$ cat src/rtl/kernel_pkg.sv
// Shared constants and types for the kernel coefficient bank and its load controller.
package kernel_pkg;
    localparam int unsigned DEF_KER_SIZE = 3;
    localparam int unsigned DEF_NUM_KER  = 4;
    localparam int unsigned DEF_DATA_W   = 8;
    localparam int unsigned SLOT_W       = $clog2(DEF_NUM_KER);

    typedef enum logic [1:0] {
        IDLE = 2'd0,
        LOAD = 2'd1,
        PEND = 2'd2
    } kerState_e;

    typedef logic [SLOT_W-1:0] slotIdx_t;
endpackage

$ cat src/rtl/kernel_bank.sv
// NUM_KER whole-kernel register slots: one full-kernel write port, one registered read port.
module kernel_bank #(
    parameter int unsigned NUM_KER  = kernel_pkg::DEF_NUM_KER,
    parameter int unsigned NUM_COEF = kernel_pkg::DEF_KER_SIZE * kernel_pkg::DEF_KER_SIZE,
    parameter int unsigned DATA_W   = kernel_pkg::DEF_DATA_W
) (
    input  logic                                 clk,
    input  logic                                 rst,
    input  logic                                 wrEn,
    input  logic [$clog2(NUM_KER)-1:0]           wrSel,
    input  logic [NUM_COEF-1:0][DATA_W-1:0]      wrData,
    input  logic [$clog2(NUM_KER)-1:0]           rdSel,
    output logic [NUM_COEF-1:0][DATA_W-1:0]      rdData
);
    logic [NUM_COEF-1:0][DATA_W-1:0] mem [NUM_KER];

    // A write is seen by the read port one cycle after it lands.
    always_ff @(posedge clk or posedge rst) begin
        if (rst) begin
            for (int i = 0; i < int'(NUM_KER); i++) begin
                mem[i] <= '0;
            end
            rdData <= '0;
        end else begin
            if (wrEn) begin
                mem[wrSel] <= wrData;
            end
            rdData <= mem[rdSel];
        end
    end
endmodule

$ cat src/rtl/kernel_bank_ctrl.sv
// Byte-stream kernel loader with shadow buffer; commits to the bank slot unless that
// slot is the one driving a busy frame, in which case the commit waits for frame end.
module kernel_bank_ctrl
    import kernel_pkg::*;
#(
    parameter int unsigned KER_SIZE = DEF_KER_SIZE,
    parameter int unsigned NUM_KER  = DEF_NUM_KER,
    parameter int unsigned DATA_W   = DEF_DATA_W
) (
    input  logic                          clk,
    input  logic                          rst,
    input  logic                          ld_start,
    input  logic [$clog2(NUM_KER)-1:0]    ld_sel,
    input  logic                          ld_valid,
    input  logic [DATA_W-1:0]             ld_data,
    output logic                          ld_ready,
    output logic                          ld_done,
    input  logic                          frame_start,
    input  logic [$clog2(NUM_KER)-1:0]    frm_sel,
    input  logic                          frame_busy,
    output logic                          k_valid,
    output logic [DATA_W-1:0]             k0,
    output logic [DATA_W-1:0]             k1,
    output logic [DATA_W-1:0]             k2,
    output logic [DATA_W-1:0]             k3,
    output logic [DATA_W-1:0]             k4,
    output logic [DATA_W-1:0]             k5,
    output logic [DATA_W-1:0]             k6,
    output logic [DATA_W-1:0]             k7,
    output logic [DATA_W-1:0]             k8
);
    localparam int unsigned NUM_COEF = KER_SIZE * KER_SIZE;
    localparam int unsigned SEL_W    = $clog2(NUM_KER);
    localparam int unsigned CNT_W    = $clog2(NUM_COEF + 1);

    kerState_e                     state;
    kerState_e                     nextState;
    logic [SEL_W-1:0]              tgt;
    logic [SEL_W-1:0]              curSel;
    logic [CNT_W-1:0]              cnt;
    logic [NUM_COEF-1:0][DATA_W-1:0] shadow;
    logic [NUM_COEF-1:0][DATA_W-1:0] rdData;

    logic loadGo;
    logic beatAcc;
    logic commit;
    logic lastBeat;
    logic commitOk;

    assign lastBeat = (cnt == CNT_W'(NUM_COEF - 1));
    assign commitOk = (tgt != curSel) || !frame_busy;

    always_ff @(posedge clk or posedge rst) begin
        if (rst) begin
            state <= IDLE;
        end else begin
            state <= nextState;
        end
    end

    always_comb begin
        nextState = state;
        unique case (state)
            IDLE:    if (ld_start) nextState = LOAD;
            LOAD:    if (ld_valid && lastBeat) nextState = PEND;
            PEND:    if (commitOk) nextState = IDLE;
            default: nextState = IDLE;
        endcase
    end

    always_comb begin
        loadGo  = 1'b0;
        beatAcc = 1'b0;
        commit  = 1'b0;
        unique case (state)
            IDLE:    loadGo  = ld_start;
            LOAD:    beatAcc = ld_valid;
            PEND:    commit  = commitOk;
            default: ;
        endcase
    end

    // Shadow fill, slot tracking and registered handshake/status outputs.
    always_ff @(posedge clk or posedge rst) begin
        if (rst) begin
            tgt      <= '0;
            cnt      <= '0;
            shadow   <= '0;
            curSel   <= '0;
            ld_ready <= 1'b0;
            ld_done  <= 1'b0;
            k_valid  <= 1'b0;
        end else begin
            if (loadGo) begin
                tgt <= ld_sel;
                cnt <= '0;
            end
            if (beatAcc) begin
                shadow[cnt] <= ld_data;
                cnt         <= cnt + CNT_W'(1);
            end
            if (frame_start) begin
                curSel <= frm_sel;
            end
            ld_ready <= (nextState == LOAD);
            ld_done  <= commit;
            // Outputs lag the bank by one read cycle after a slot switch or a live rewrite.
            k_valid  <= !(frame_start || (commit && (tgt == curSel)));
        end
    end

    kernel_bank #(
        .NUM_KER  (NUM_KER),
        .NUM_COEF (NUM_COEF),
        .DATA_W   (DATA_W)
    ) u_bank (
        .clk    (clk),
        .rst    (rst),
        .wrEn   (commit),
        .wrSel  (tgt),
        .wrData (shadow),
        .rdSel  (curSel),
        .rdData (rdData)
    );

    assign k0 = rdData[0];
    assign k1 = rdData[1];
    assign k2 = rdData[2];
    assign k3 = rdData[3];
    assign k4 = rdData[4];
    assign k5 = rdData[5];
    assign k6 = rdData[6];
    assign k7 = rdData[7];
    assign k8 = rdData[8];
endmodule

$ cat config.mk
export PLATFORM = sky130hd
export DESIGN_NAME = kernel_bank_ctrl
export DESIGN_NICKNAME = d
export VERILOG_FILES = /design/src/rtl/kernel_pkg.sv /design/src/rtl/kernel_bank.sv /design/src/rtl/kernel_bank_ctrl.sv
export SDC_FILE = /design/constraint.sdc
export NUM_CORES = 1
export LEC_CHECK = 0
export BUFFER_PORTS_ARGS = -buffer_cell sky130_fd_sc_hd__buf_2
export CAP_MARGIN = 15
export CORE_MARGIN = 10
export CORE_UTILIZATION = 50
export DETAILED_ROUTE_END_ITERATION = 10
export GPL_TIMING_DRIVEN = 0
export PLACE_DENSITY = 0.73
export SYNTH_ARGS = -nofsm -noshare
export SYNTH_HDL_FRONTEND = slang
export SYNTH_SLANG_ARGS = --single-unit
$ cat constraint.sdc
create_clock -name clk -period 29.2 [get_ports clk]
set_input_delay 2.92 -clock clk [delete_from_list [all_inputs] [get_ports clk]]
set_output_delay 2.92 -clock clk [all_outputs]
set_load 0.03 [all_outputs]
==> flow_summary_export.csv, run 1 <==
group,metric,value,unit
cells_and_area,syn_to_final_growth,14.5,%
routing,wire_per_inst,21.9,um
placement,numPortBuffers,91,
clock_tree,cts-resized-gates,0,
critical_path,crit_type,"in -> async",
critical_path,crit_fanout,115,
critical_path,ff2ff_setup_slack,26910,ps
critical_path,crit_path_end_kind,"asynchronous set/reset pin",
floorplanning,io_pins,93,
min_path,worstHoldPathType,"reg -> reg",
sta,drv_slew,0,
job,drv_cap,0,
synthesis,synthCells,999,
floorplanning,core,35500,um2
routing,num_vias,8988,
clock_tree,htreeDepth,2,
synthesis,synth-seq-cells,445,
clock_tree,clkTransAtPathRegs,60,ps
critical_path,start_kind,"input pin",
sta,max_freq,0.220,GHz
global_route,grtUsageMet2,26.4,%
floorplanning,die_w,209,um
pwr,irDropWorstVdd,46.5,uV
synthesis,mappedNetlistArea,17900,um2
synthesis,syn-num-nets,1021,
cells_and_area,nNetsFinal,1164,
cells_and_area,drive_above_1_share,52.3,%
synthesis,avgSynthCellArea,17.9,um2
synthesis,ys_seq_area_share,62.2,%
sta,fin_skew,14.9,ps
critical_path,worstReg2RegEnd,"u_bank.mem[68]$_DFFE_PP0P_",
synthesis,yosysWarningCount,0,
critical_path,r2r_start,"state[1]$_DFF_PP0_",
sta,hold_viol,0,
global_route,grtUsageMet3,2.68,%
routing,drt_iter0_drc,474,
global_route,antenna_found_initial,4,
min_path,min_delay_worst_endpoint,"u_bank.mem[141]$_DFFE_PP0P_",
sta,tns,0,ps
sta,setup_ws,24650,ps
sta,setup_viol,0,
clock_tree,post_cts_buffers,0,
global_route,grt_pass1_wl,57.3,mm
placement,pre_cts_slack,23910,ps
cells_and_area,fin_util,57.8,%
synthesis,ys_types,38,
sta,fin_crit,4550,ps
global_route,grt_start_max_net_pins,116,
floorplanning,die-area,43800,um2
clock_tree,hold_buffers,0,
pwr,powerDensity,74.3,nW/um2
sta,whs,485,ps
routing,drt-total-wl,35.8,mm
sta,rsz0062_at_grt,"false",
sta,fin_crit_sh,15.6,%
global_route,grt_busiest_layer,"met2",
routing,via_per_inst,5.49,
clock_tree,clk_latency,540,ps
sta,slew_headroom,38.5,%
critical_path,rr_worst_depth,5,
routing,drc,0,
clock_tree,cts_max_path_buffers,3,
global_route,use_met1,23.1,%
floorplanning,rows,69,
min_path,hold_path_depth,1,
critical_path,cp.required,29830,ps
critical_path,cp.arrival,5180,ps
global_route,grt.total_usage,16.5,%
clock_tree,cts_tree,"done",
pwr,p_leak,0.0105,uW
clock_tree,clock_sinks,445,
sta,tightestPinTransition,917,ps
routing,drtAntennaViolNets,0,
outcome,status,"completed",
clock_tree,root_buffer,"clkbuf_16",
global_route,grt_pass1_vias,9733,
clock_tree,cts_made_buffers,46,
floorplanning,die_h,209,um
placement,dp_hpwl,22.5,mm
min_path,worstHoldStart,"u_bank.mem[141]$_DFFE_PP0P_",
floorplanning,initial_core_util,50.5,%
placement,place.gp.congestion,0.793,
routing,firstDrtPassIters,6,
global_route,overflow,0,
cells_and_area,diodes,0,
[logic make-up (layout without fill, tap and decap cells)]
family,count (synthesis),in the layout,share of synthesized area [%]
AO/OA/AOI/OAI,12,12,0.489
XOR/XNOR,2,2,0.0979
adder cells (fa/ha/maj),4,4,0.280
buffers and inverters,60,237,2.05
flip-flops,445,445,62.2
multiplexers,435,435,33.4
AND/OR/NAND/NOR,41,41,1.52
[flip-flops by register name, indices dropped and copies added (netlist names)]
| name | count |
|---|---|
| state | 2 |
| k_valid | 1 |
| tgt | 2 |
| ld_ready | 1 |
| shadow | 72 |
| cnt | 4 |
| u_bank.mem | 288 |
| u_bank.rdData | 72 |
| ld_done | 1 |
| curSel | 2 |
[final cells by class]
class                           instances  area [um2]
Tap cell                              461         577
Multi-Input combinational cell        494        6400
Fill cell                            2655       15000
Clock buffer                           71        1370
Inverter                                4        22.5
Clock inverter                         11        87.6
Timing Repair Buffer                   95         566
Buffer                                 56         353
Sequential cell                       445       11100
[worst max path at each step]
stage                                   to  start  cells past startpoint  slack (ps)
2_1_floorplan           cnt[0]$_DFFE_PP0P_    rst                      1       13880
3_3_place_gp   u_bank.rdData[58]$_DFF_PP0_    rst                      2        9620
3_5_place_dp   u_bank.rdData[56]$_DFF_PP0_    rst                      6       23910
4_1_cts        u_bank.rdData[54]$_DFF_PP0_    rst                      6       24490
5_1_grt        u_bank.rdData[49]$_DFF_PP0_    rst                      6       24280
6_report       u_bank.rdData[52]$_DFF_PP0_    rst                      6       24650
[synth_stat cells]
master	number	area share (%)
nand3_1	4	0.11
nor2_1	7	0.15
or4_1	2	0.084
and3_1	2	0.070
o2111ai_2	1	0.084
xor2_1	2	0.098
clkbuf_1	14	0.29
nor3b_1	2	0.084
nand2_1	6	0.13
and2b_1	1	0.042
a21oi_1	3	0.084
nor2b_1	1	0.035
nand2b_1	3	0.10
o2bb2ai_1	1	0.049
a22o_1	2	0.098
or3b_2	1	0.049
o21bai_1	1	0.042
ha_1	4	0.28
nand3b_1	3	0.13
nand4bb_1	1	0.063
mux2_2	260	16
nand4b_1	1	0.049
dfrtp_1	445	62
buf_2	27	0.75
a31o_2	1	0.049
nand4_1	2	0.070
o21ai_0	3	0.084
buf_6	14	0.88
nor4b_4	1	0.13
and3b_1	1	0.049
inv_1	4	0.084
nor3_2	1	0.056
buf_4	1	0.042
mux2_1	33	2.1
and4bb_2	1	0.070
mux2_4	70	5.9
mux4_2	72	9.1
or4b_2	1	0.056
[worst max-delay path: stages]
cell and delay [ps]:
buf_2 130, inv_8 350, buf_16 420, buf_16 360, buf_16 380, buf_16 440
[per-stage QoR]
| stage | total power [uW] | instances | instance area [um2] |
|---|---|---|---|
| after floorplan | 914 | 999 | 17900 |
| after global routing | 1600 | 1637 | 20500 |
| final | 1520 | 1637 | 20500 |
| after CTS | 1540 | 1637 | 20500 |
| after detailed placement | 978 | 1555 | 19100 |
| after global placement | 966 | 1551 | 18900 |
[power by group]
part	total (uW)	switching, uW	leakage, uW	internal [uW]
Sequential	773	75.4	0.00606	698
Clock	560	230	0.000722	330
Combinational	191	88.6	0.00370	103
[layout by cell type, fill, tap and decap left out, types with 2 or more instances in the layout]
master,netlist,final
a21oi_1,3,3
a22o_1,2,2
and3_1,2,2
buf_16,0,4
buf_2,27,118
buf_6,14,14
clkbuf_1,14,28
clkbuf_16,0,47
clkbuf_8,0,10
clkinv_2,0,8
dfrtp_1,445,445
ha_1,4,4
inv_1,4,3
mux2_1,33,33
mux2_2,260,260
mux2_4,70,70
mux4_2,72,72
nand2_1,6,6
nand2b_1,3,3
nand3_1,4,4
nand3b_1,3,3
nand4_1,2,2
nor2_1,7,7
nor3b_1,2,2
o21ai_0,3,3
or4_1,2,2
xor2_1,2,2
[metal layers]
metal	part of all wire, %	up-vias
li1	-	3957
met1	46	4820
met2	48	164
met3	4.5	45
met4	1.5	2
met5	0.036	-
Note: power is estimated with default switching activity, not from simulation.
==> inputs of run 2 (changes only) <==
Clock period 29.2 ns to 4.65 ns, I/O delays scaled along.
==> flow_summary_export.csv, run 2 (synthesized netlist as in run 1, its figures left out) <==
group,metric,value,unit
pwr,p_leak,0.0105,uW
pwr,power_switching,2470,uW
clock_tree,hold_buffers,0,
outcome,status,"completed",
sta,fin_crit_sh,49.3,%
clock_tree,htreeDepth,2,
critical_path,r2r_start,"curSel[1]$_DFFE_PP0P_",
sta,fin_crit,2290,ps
cells_and_area,diodes,0,
routing,num_vias,9030,
critical_path,cpPeakStageDelay,630,ps
global_route,grt_start_max_net_pins,45,
cells_and_area,final_area,20600,um2
critical_path,path_cells,"clkbuf_1, clkbuf_1, mux4_2",
sta,fin_skew,14.7,ps
sta,max_freq,0.436,GHz
job,drv_cap,0,
placement,dp_hpwl,23.5,mm
clock_tree,post_cts_buffers,0,
floorplanning,die-area,43800,um2
global_route,grt.total_usage,16.8,%
clock_tree,cts_made_buffers,45,
clock_tree,clock_sinks,445,
critical_path,cp.arrival,2670,ps
cells_and_area,top_register,"u_bank.mem",
critical_path,cpLargestDelayFamily,"buffers and inverters",
clock_tree,clk_latency,540,ps
sta,setup_ws,2360,ps
clock_tree,cts_tree,"done",
pwr,intPower,7170,uW
placement,numPortBuffers,91,
routing,drc,0,
pwr,p_clk_share,36.9,%
floorplanning,die_h,209,um
critical_path,crit_type,"reg -> reg",
routing,firstDrtPassIters,4,
cells_and_area,fin_util,58.1,%
clock_tree,clkTransAtPathRegs,60,ps
cells_and_area,largest_reg_flops,288,
cells_and_area,most-common-layout-cells,"dfrtp_1 (445), mux2_2 (260), buf_2 (118), mux4_2 (72), mux2_4 (70)",
routing,drt_iter0_drc,386,
pwr,pwr-share-seq,50.4,%
floorplanning,core,35500,um2
routing,drtAntennaViolNets,0,
critical_path,crit_top_cell,"clkbuf_1",
clock_tree,cts_max_path_buffers,3,
cells_and_area,nNetsFinal,1170,
critical_path,crit_slowest_cell,"clkbuf_1",
cells_and_area,layout_commonest_cell,"dfrtp_1",
critical_path,ff2ff_setup_slack,2360,ps
placement,pre_cts_slack,2370,ps
pwr,switching_share,25.6,%
placement,dpl.cell_count,1562,
cells_and_area,finalNonFillerCells,1641,
global_route,grt_pass1_wl,58.1,mm
global_route,overflow,0,
sta,rsz0062_at_grt,"false",
cells_and_area,syn_to_final_growth,15.2,%
critical_path,crit_path_end_kind,"flop",
floorplanning,io_pins,93,
sta,hold_viol,0,
critical_path,rr_worst_depth,3,
critical_path,start_kind,"flop",
floorplanning,die_w,209,um
min_path,worstHoldPathType,"in -> async",
clock_tree,root_buffer,"clkbuf_16",
global_route,antenna_found_initial,2,
critical_path,cp.required,5030,ps
cells_and_area,reg_top3,"u_bank.mem (288), shadow (72), u_bank.rdData (72)",
critical_path,worstReg2RegEnd,"u_bank.rdData[46]$_DFF_PP0_",
critical_path,path_buf_inv,2,
sta,setup_viol,0,
placement,place.gp.congestion,0.806,
pwr,irDropWorstVdd,284,uV
clock_tree,cts-resized-gates,0,
critical_path,crit_fanout,10,
routing,via_per_inst,5.50,
floorplanning,initial_core_util,50.5,%
sta,slew_headroom,36.7,%
pwr,powerDensity,467,nW/um2
sta,drv_slew,0,
cells_and_area,drive_above_1_share,52.4,%
pwr,finalPower,9640,uW
sta,tightestPinTransition,944,ps
routing,wire_per_inst,22.0,um
floorplanning,rows,69,
routing,drt-total-wl,36.1,mm
global_route,grt_pass1_vias,9988,
pwr,power_frac_comb,12.7,%
placement,postPlaceCellArea,19200,um2
==> run 2: area by class of cell <==
cell class	instances	area, um2
fill	2673	14900
sequential	445	11100
multi-input combinational	494	6400
clock buffer	73	1380
timing repair buffer	102	676
tap	461	577
buffer	56	353
clock inverter	6	83.8
inverter	4	18.8
==> run 2: metal layers <==
metal  global-route usage, %  vias to the layer above  wire length (um)
met2                    27.3                      135             17700
met3                    2.82                       50              1270
li1                        -                     3974                 -
met1                    23.1                     4869             16500
met4                    3.97                        2               614
met5                       0                        -                17
==> run 2: how the worst max path moves through the flow <==
stage                          startpoint  cells after the start  slack [ps]                           to
floorplan                             rst                      1       -1830           cnt[0]$_DFFE_PP0P_
global placement                      rst                      2       -4130  u_bank.mem[131]$_DFFE_PP0P_
detailed placement     state[1]$_DFF_PP0_                      5        2370   u_bank.mem[69]$_DFFE_PP0P_
CTS                    state[1]$_DFF_PP0_                      5        2350   u_bank.mem[69]$_DFFE_PP0P_
global route           state[1]$_DFF_PP0_                      5        2260   u_bank.mem[48]$_DFFE_PP0P_
finish              curSel[1]$_DFFE_PP0P_                      3        2360  u_bank.rdData[46]$_DFF_PP0_
==> run 2: through the flow <==
stage                      TNS, ps  hold WS, ps
after floorplan            -814430          459
after global placement    -1817290          468
after detailed placement         0          477
after CTS                        0         26.4
after global routing             0         68.1
final                            0         21.0
==> run 2: power by group through the flow <==
stage	logic (uW)	registers, uW	clock network (uW)
floorplan	891	4850	0
global placement	1180	4900	0
detailed placement	1240	4930	0
CTS	1240	4860	3640
global route	1330	4960	3810
finish	1220	4860	3560
==> run 2: worst register-to-register path: stages (launching register included) <==
cell and delay [ps]:
dfrtp_1 460, clkbuf_1 580, clkbuf_1 630, mux4_2 460
==> inputs of run 3 (changes only) <==
Settings changed: PLACE_DENSITY 0.73 to 0.76.
Clock period 4.65 ns to 2.1 ns, I/O delays scaled along.
==> flow_summary_export.csv, run 3 (synthesized netlist as in run 1, its figures left out) <==
group,metric,value,unit
outcome,status,"completed",
cells_and_area,final_area,20900,um2
cells_and_area,syn_to_final_growth,16.8,%
sta,slew_headroom,61.3,%
sta,fin_crit_sh,94.8,%
pwr,p_leak,0.0107,uW
floorplanning,io_pins,93,
critical_path,cp.arrival,2400,ps
critical_path,path_cells,"nand2_1, o2111ai_4, buf_2, mux2_2",
cells_and_area,layout_commonest_cell,"dfrtp_1",
critical_path,crit_fanout,10,
global_route,overflow,0,
critical_path,cpPeakStageDelay,470,ps
floorplanning,die_w,209,um
placement,numPortBuffers,91,
global_route,grt_pass1_wl,58.5,mm
cells_and_area,nNetsFinal,1179,
clock_tree,htreeDepth,2,
clock_tree,clk_latency,540,ps
cells_and_area,top_register,"u_bank.mem",
sta,setup_viol,0,
sta,fin_skew,11.6,ps
floorplanning,die_h,209,um
critical_path,start_kind,"flop",
routing,wire_per_inst,22.1,um
cells_and_area,drive_above_1_share,53.7,%
routing,drt-total-wl,36.4,mm
critical_path,cp.required,2510,ps
pwr,powerDensity,1050,nW/um2
floorplanning,rows,69,
floorplanning,initial_core_util,50.5,%
routing,num_vias,9095,
sta,fin_crit,1990,ps
placement,postPlaceCellArea,19200,um2
clock_tree,cts_max_path_buffers,3,
sta,hold_viol,0,
critical_path,path_buf_inv,1,
sta,max_freq,0.502,GHz
cells_and_area,most-common-layout-cells,"dfrtp_1 (445), mux2_2 (260), buf_2 (110), mux4_2 (72), mux2_4 (70)",
floorplanning,die-area,43800,um2
job,drv_cap,0,
sta,whs,125,ps
global_route,grt_pass1_vias,10139,
pwr,irDropWorstVdd,650,uV
routing,drtAntennaViolNets,0,
clock_tree,clock_sinks,445,
global_route,grt.total_usage,16.9,%
clock_tree,cts_made_buffers,46,
clock_tree,clkTransAtPathRegs,60,ps
routing,drt_iter0_drc,423,
critical_path,cpLargestDelayFamily,"flip-flops",
routing,firstDrtPassIters,4,
cells_and_area,largest_reg_flops,288,
sta,tightestPinTransition,580,ps
sta,drv_slew,0,
routing,drc,0,
placement,dp_hpwl,23.3,mm
global_route,antenna_found_initial,1,
cells_and_area,fill_cells,2616,
critical_path,crit_type,"reg -> reg",
floorplanning,core,35500,um2
clock_tree,cts_tree,"done",
cells_and_area,reg_top3,"u_bank.mem (288), shadow (72), u_bank.rdData (72)",
min_path,worstHoldPathType,"in -> reg",
critical_path,crit_slowest_cell,"dfrtp_1",
placement,place.gp.congestion,0.771,
clock_tree,root_buffer,"clkbuf_16",
critical_path,crit_path_end_kind,"flop",
routing,via_per_inst,5.51,
global_route,grt_start_max_net_pins,45,
sta,rsz0062_at_grt,"false",
-- run 3: changes by cell type in the layout (fill, tap and decap cells not counted), sizes merged --
cell and change:
dlygate4sd3 +7, bufinv +2, buf -1, clkinvlp +1
diode +1, inv -1
-- run 3: stage by stage --
step / power, uW / std cells / utilization [%] / worst slack (ps) / setup TNS (ps)
floorplan: 12700 / 999 / - / -4130 / -1835710
finish: 22000 / 1650 / 58.9 / 108 / 0
CTS: 22100 / 1650 / 58.8 / -120 / -5120
global placement: 13400 / 1551 / 53.4 / -6420 / -2848270
global route: 23000 / 1649 / 58.9 / 29.3 / 0
detailed placement: 13700 / 1562 / 54.0 / -135 / -13480
-- run 3: repair_timing --
item,in CTS,in global routing
gates resized for setup,7,18
hold endpoints to repair,21,0
hold buffers,7,0
pin swaps,1,2
setup endpoints to repair,213,158
buffers inserted,2,1
-- run 3: final cells by class --
cell class                      count  area (um2)  area share, %
Multi-Input combinational cell    494        6420           30.7
Buffer                             54         375           1.80
Clock buffer                       71        1460           6.98
Inverter                            4        18.8         0.0898
Sequential cell                   445       11100           53.3
Antenna cell                        1        2.50         0.0120
Clock inverter                      8         143          0.682
Timing Repair Buffer              112         781           3.73
Tap cell                          461         577           2.76
-- run 3: final timing paths --
kind	end	from	cells past startpoint	slack (ps)
max in group asynchronous	u_bank.mem[196]$_DFFE_PP0P_	rst	7	480
worst max register to register	u_bank.mem[75]$_DFFE_PP0P_	curSel[1]$_DFFE_PP0P_	4	110
worst min register to register	u_bank.mem[143]$_DFFE_PP0P_	u_bank.mem[143]$_DFFE_PP0P_	1	490
worst max-delay path	u_bank.mem[75]$_DFFE_PP0P_	curSel[1]$_DFFE_PP0P_	4	110
worst min-delay path	shadow[31]$_DFFE_PP0P_	ld_data[7]	2	120
min in group asynchronous	u_bank.rdData[16]$_DFF_PP0_	rst	3	220
-- run 3: layer usage --
layer	share of wire, %	vias up	wire (um)	GRT usage, %
met4	1.7	0	622	4.39
met3	4.6	49	1670	3.27
met2	48	174	17500	27.2
met5	0	-	0	0
li1	-	3989	-	-
met1	45	4883	16600	23.1
-- run 3: report_power, final --
group / internal (uW) / switching (uW)
sequential: 9710 / 1060
clock: 5240 / 3200
combinational: 1480 / 1280
total: 16400 / 5550
